$ cat src/rtl/alu_ctrl_pkg.sv
// Shared encodings for the ALU control unit: FSM states, instruction layout, flag bit indices.
package alu_ctrl_pkg;

  localparam logic [1:0] ST_IDLE = 2'd0;
  localparam logic [1:0] ST_EXEC = 2'd1;
  localparam logic [1:0] ST_WB   = 2'd2;

  // Instruction word layout, MSB first: FS, Rd, Ra, Rb, CinSel, CinLit.
  typedef struct packed {
    logic [4:0] fs;
    logic [2:0] rd;
    logic [2:0] ra;
    logic [2:0] rb;
    logic       cin_sel;
    logic       cin_lit;
  } instr_t;

  // Flags are packed as {C, Z, N}.
  localparam int FLAG_C = 2;
  localparam int FLAG_Z = 1;
  localparam int FLAG_N = 0;

endpackage

$ cat src/rtl/alu_flag_reg.sv
// C/Z/N status register; loads Z/N on load, C only when c_load is also set.
// One-cycle update, no backpressure.
module alu_flag_reg
  import alu_ctrl_pkg::*;
(
  input  logic        clk,
  input  logic        rst,
  input  logic        load,
  input  logic        c_load,
  input  logic [15:0] f,
  input  logic        cout,
  output logic [2:0]  flags
);

  always_ff @(posedge clk or posedge rst) begin
    if (rst) begin
      flags <= 3'b000;
    end else if (load) begin
      flags[FLAG_Z] <= (f == 16'h0000);
      flags[FLAG_N] <= f[15];
      if (c_load) begin
        flags[FLAG_C] <= cout;
      end
    end
  end

endmodule

$ cat src/rtl/alu_control_unit.sv
// Sequences one ALU instruction through IDLE -> EXEC -> WB; write-back one cycle after EXEC.
// Accepts a new instruction only in IDLE, so throughput is one per three cycles.
module alu_control_unit
  import alu_ctrl_pkg::*;
(
  input  logic        Clock,
  input  logic        Reset,
  input  logic        InstrValid,
  input  logic [15:0] Instr,
  output logic        InstrReady,
  input  logic [15:0] F,
  input  logic        Cout,
  output logic [4:0]  FS,
  output logic        Cin,
  output logic [2:0]  SelA,
  output logic [2:0]  SelB,
  output logic [2:0]  WrAddr,
  output logic        WrEn,
  output logic [2:0]  Flags,
  output logic [15:0] InstrCount
);

  logic [1:0]  state;
  logic [1:0]  state_nxt;
  instr_t      ir;
  logic [15:0] instr_count;
  logic        accept;
  logic        flag_load;
  logic        flag_c_load;

  assign InstrReady = (state == ST_IDLE);
  assign accept     = InstrValid && InstrReady;

  always_comb begin
    state_nxt = state;
    case (state)
      ST_IDLE: if (accept) state_nxt = ST_EXEC;
      ST_EXEC: state_nxt = ST_WB;
      ST_WB:   state_nxt = ST_IDLE;
      default: state_nxt = ST_IDLE;
    endcase
  end

  always_ff @(posedge Clock or posedge Reset) begin
    if (Reset) begin
      state       <= ST_IDLE;
      ir          <= '0;
      instr_count <= 16'h0000;
    end else begin
      state <= state_nxt;
      if (accept) begin
        ir <= instr_t'(Instr);
      end
      if (state == ST_WB) begin
        instr_count <= instr_count + 16'd1;
      end
    end
  end

  // Flags update at the end of EXEC, so Cin during EXEC sees the previous carry.
  assign flag_load   = (state == ST_EXEC);
  assign flag_c_load = flag_load && ir.fs[4];

  alu_flag_reg u_flag_reg (
    .clk    (Clock),
    .rst    (Reset),
    .load   (flag_load),
    .c_load (flag_c_load),
    .f      (F),
    .cout   (Cout),
    .flags  (Flags)
  );

  assign FS         = ir.fs;
  assign SelA       = ir.ra;
  assign SelB       = ir.rb;
  assign WrAddr     = ir.rd;
  assign Cin        = ir.cin_sel ? Flags[FLAG_C] : ir.cin_lit;
  assign WrEn       = (state == ST_WB);
  assign InstrCount = instr_count;

endmodule

$ cat config.mk
export PLATFORM = sky130hd
export DESIGN_NAME = alu_control_unit
export DESIGN_NICKNAME = d
export VERILOG_FILES = /design/src/rtl/alu_ctrl_pkg.sv /design/src/rtl/alu_flag_reg.sv /design/src/rtl/alu_control_unit.sv
export SDC_FILE = /design/constraint.sdc
export NUM_CORES = 1
export LEC_CHECK = 0
export CORE_MARGIN = 10
export CORE_UTILIZATION = 45
export CTS_CLUSTER_SIZE = 12
export DETAILED_ROUTE_END_ITERATION = 10
export PLACE_DENSITY = 0.84
export SYNTH_ARGS = -nofsm -noshare
export SYNTH_HDL_FRONTEND = slang
export SYNTH_SLANG_ARGS = --single-unit
export TNS_END_PERCENT = 5
$ cat constraint.sdc
create_clock -name Clock -period 1.9 [get_ports Clock]
set_input_delay 0.38 -clock Clock [delete_from_list [all_inputs] [get_ports Clock]]
set_output_delay 0.38 -clock Clock [all_outputs]
set_load 0.01 [all_outputs]
==> flow_summary_export.csv, run 1 <==
group,metric,value,unit
logic_synthesis,synth_flop_cell,"dfrtp_1",
grt,grt_max_degree,38,
power,ir_drop,0.7056,mV
floorplan,io_pins,72,
worst_setup_path,path_class,"register to output pin",
sta,final_hold_viol_count,0,
grt,antenna_found_initial,0,
clock_tree,hold_buffers,0,
sta,finalClockSkew,4.704,ps
logic_synthesis,synth_cell_type_count,24,
worst_setup_path,cpPeakStageDelay,480,ps
route,dr.pass1.iters,4,
logic_synthesis,synthCells,128,
sta,fmax,543.3,MHz
final_layout,antenna_cells,0,
logic_synthesis,syn_avg_cell_area,13.14,µm²
sta,min_period_over_period,96.87,%
clock_tree,clkLatencyLatePin,290,ps
worst_setup_path,worstSetupStartpointType,"register",
place,routabilityCongestion,0.7813,
place,hpwl,3492,µm
clock_tree,clk_path_buf_depth,2,
final_layout,final_nets,229,
sta,setup_ws,59.55,ps
sta,tightest_slew,453.0,ps
logic_synthesis,yosys_warnings,0,
grt,grtUsageTotal,13.62,%
worst_setup_path,r2r_slack,440,ps
final_layout,drive_gt1_share,15.54,%
route,final_antenna_net_count,0,
worst_setup_path,worstReg2RegEnd,"InstrCount[15]",
power,p_per_area,1028,mW/mm²
power,p_leak,1.041,nW
floorplan,fp.dieArea,0.006582,mm²
route,drc,0,
final_layout,instances_no_fill,241,
logic_synthesis,yosysSeqAreaShare,55.06,%
sta,maxSlewViolCount,0,
worst_setup_path,path_max_fanout,2,
logic_synthesis,netlist_area,0.001682,mm²
floorplan,std_cell_rows,22,
worst_setup_path,worstPathCellList,"mux2_2 > clkdlybuf4s50_1",
sta,min_period,1840,ps
floorplan,start_util,46.28,%
logic_synthesis,syn_nets,165,
place,placedCellCount,233,
clock_tree,cts-root-buf,"clkbuf_8",
final_layout,synthToLayoutAreaGrowth,45.91,%
clock_tree,cts_tree,"built",
route,drt-initial-drc-count,35,
route,vias,1182,
clock_tree,cts_num_sinks,37,
final_layout,final_core_util,67.53,%
floorplan,fp.dieW,81.13,µm
final_layout,layout_common_cells,"71 x clkdlybuf4s50_1, 37 x dfrtp_1, 12 x xnor2_1, 9 x mux2_4, 8 x nand2_1",
worst_setup_path,timing.rr.start,"state[0]",
status,outcome,"finished, final reports clean",
flow_run,maxCapViolCount,0,
final_layout,fillers,271,
worst_setup_path,crit_buf_inv,1,
logic_synthesis,async_flop_share,100.0,%
worst_setup_path,cp-end-kind,"output pin",
worst_setup_path,setup.worst_path.end,"Cin",
clock_tree,path_clk_slew,70,ps
route,wl_per_cell,17.83,µm
worst_setup_path,cp-startpoint,"ir[1]",
place,pre_cts_ws,245.0,ps
worst_setup_path,cp_num_cells,2,
place,place.port_buffers,71,
grt,grt_first_pass_wirelength,6796,µm
worst_setup_path,worstPathRequired,1520,ps
sta,setup_violations,0,
grt,grt_pass1_vias,1314,
worst_setup_path,reg2reg_depth,5,
sta,setup_tns,0,ps
worst_setup_path,critical-path-top-delay-family,"buffers and inverters",
clock_tree,cts_buffers,5,
clock_tree,htreeDepth,2,
sta,rsz0062_at_grt,"false",
worst_setup_path,cp_slowest_cell,"clkdlybuf4s50_1",
route,routed_wl,4298,µm
floorplan,die_h,81.13,µm
grt,overflow,0,
sta,slew_headroom,69.80,%
worst_setup_path,arrival,1460,ps
final_layout,final_common_cell,"clkdlybuf4s50_1",
clock_tree,cts_setup_buffers,0,
hold_path,hold_class,"register to register",
floorplan,core-area,0.003633,mm²
logic_synthesis,synth_edf_count,0,
clock_tree,cts_resized,0,
route,via_per_inst,4.905,
logic_synthesis,synth_seq_cells,37,
==> area by class of cell <==
type | count | area (µm²) | area share, %
multi-input combinational | 72 | 613.1 | 24.99
clock inverter | 1 | 5.005 | 0.2040
tap | 48 | 60.06 | 2.448
sequential | 37 | 925.9 | 37.74
clock buffer | 7 | 96.34 | 3.927
timing repair buffer | 74 | 745.7 | 30.39
inverter | 2 | 7.507 | 0.3060
==> logic make-up (layout without fill, tap and decap cells) <==
kind of cell	count (synthesis)	in the layout	synth area share [%]
xor+xnor	15	15	8.259
compound gates	1	1	0.2973
buf+inv	19	84	8.482
mux	19	19	14.73
simple gates	36	36	12.43
fa+ha+maj	1	1	0.7439
flops	37	37	55.06
==> flip-flops by register name (all words and copies together) (netlist names) <==
name	count
SelA	3
WrAddr	3
FS	5
InstrCount	16
u_flag_reg.flags	3
ir	2
state	2
SelB	3
==> per-stage QoR <==
stage / total power, mW / hold WS, ps / cell area, µm²
2_1_floorplan: 1.549 / 454.1 / 1682
3_3_place_gp: 1.913 / 461.3 / 2352
3_5_place_dp: 1.952 / 462.6 / 2352
4_1_cts: 2.555 / 481.2 / 2454
5_1_grt: 2.658 / 499.6 / 2454
6_report: 2.522 / 474.4 / 2454
==> cell usage after synthesis, types with 2 or more instances <==
master,instances,area (µm²)
xnor2_1,12,105.1
buf_4,15,112.6
and4_1,2,17.52
nand4_1,7,43.79
mux2_4,9,135.1
nand3_1,5,25.02
buf_6,2,22.52
mux2_2,6,67.56
nand2_1,8,30.03
dfrtp_1,37,925.9
xor2_1,2,17.52
nor2_1,3,11.26
nor4_1,4,25.02
mux2_1,4,45.04
and2_1,2,12.51
inv_1,2,7.510
==> routing by layer <==
layer / wire length [µm] / track usage, % / up-vias
met3: 367 / 4.967 / 7
met1: 1486 / 12.82 / 581
met2: 2349 / 25.72 / 40
met5: 0 / 0 / -
met4: 95 / 6.055 / 0
li1: - / - / 554
==> report_power, final <==
| part | total [mW] | switching (mW) | internal, mW |
|---|---|---|---|
| Combinational | 0.824 | 0.292 | 0.532 |
| Clock | 0.597 | 0.270 | 0.328 |
| Sequential | 1.10 | 0.145 | 0.955 |
| Total | 2.52 | 0.707 | 1.82 |
==> how the worst min path moves through the flow <==
| stage | cells past startpoint | start | to | slack [ps] |
|---|---|---|---|---|
| 4_1_cts | 2 | u_flag_reg.flags[0] | u_flag_reg.flags[0] | 480 |
| 5_1_grt | 2 | u_flag_reg.flags[0] | u_flag_reg.flags[0] | 500 |
| 2_1_floorplan | 1 | ir[0] | ir[0] | 450 |
| 3_3_place_gp | 1 | InstrCount[15] | InstrCount[15] | 460 |
| 3_5_place_dp | 2 | u_flag_reg.flags[0] | u_flag_reg.flags[0] | 460 |
| 6_report | 1 | InstrCount[15] | InstrCount[15] | 470 |
Power figures use the tool's default switching activity.
==> run 2: changes to the inputs <==
--- a/config.mk
+++ b/config.mk
@@ -5,6 +5,7 @@
 export SDC_FILE = /design/constraint.sdc
 export NUM_CORES = 1
 export LEC_CHECK = 0
+export ABC_CLOCK_PERIOD_IN_PS = 1900
 export CORE_MARGIN = 10
 export CORE_UTILIZATION = 45
 export CTS_CLUSTER_SIZE = 12
==> results of run 2 <==
Same layout as run 1: the final DEF is identical, and so are final timing and power.
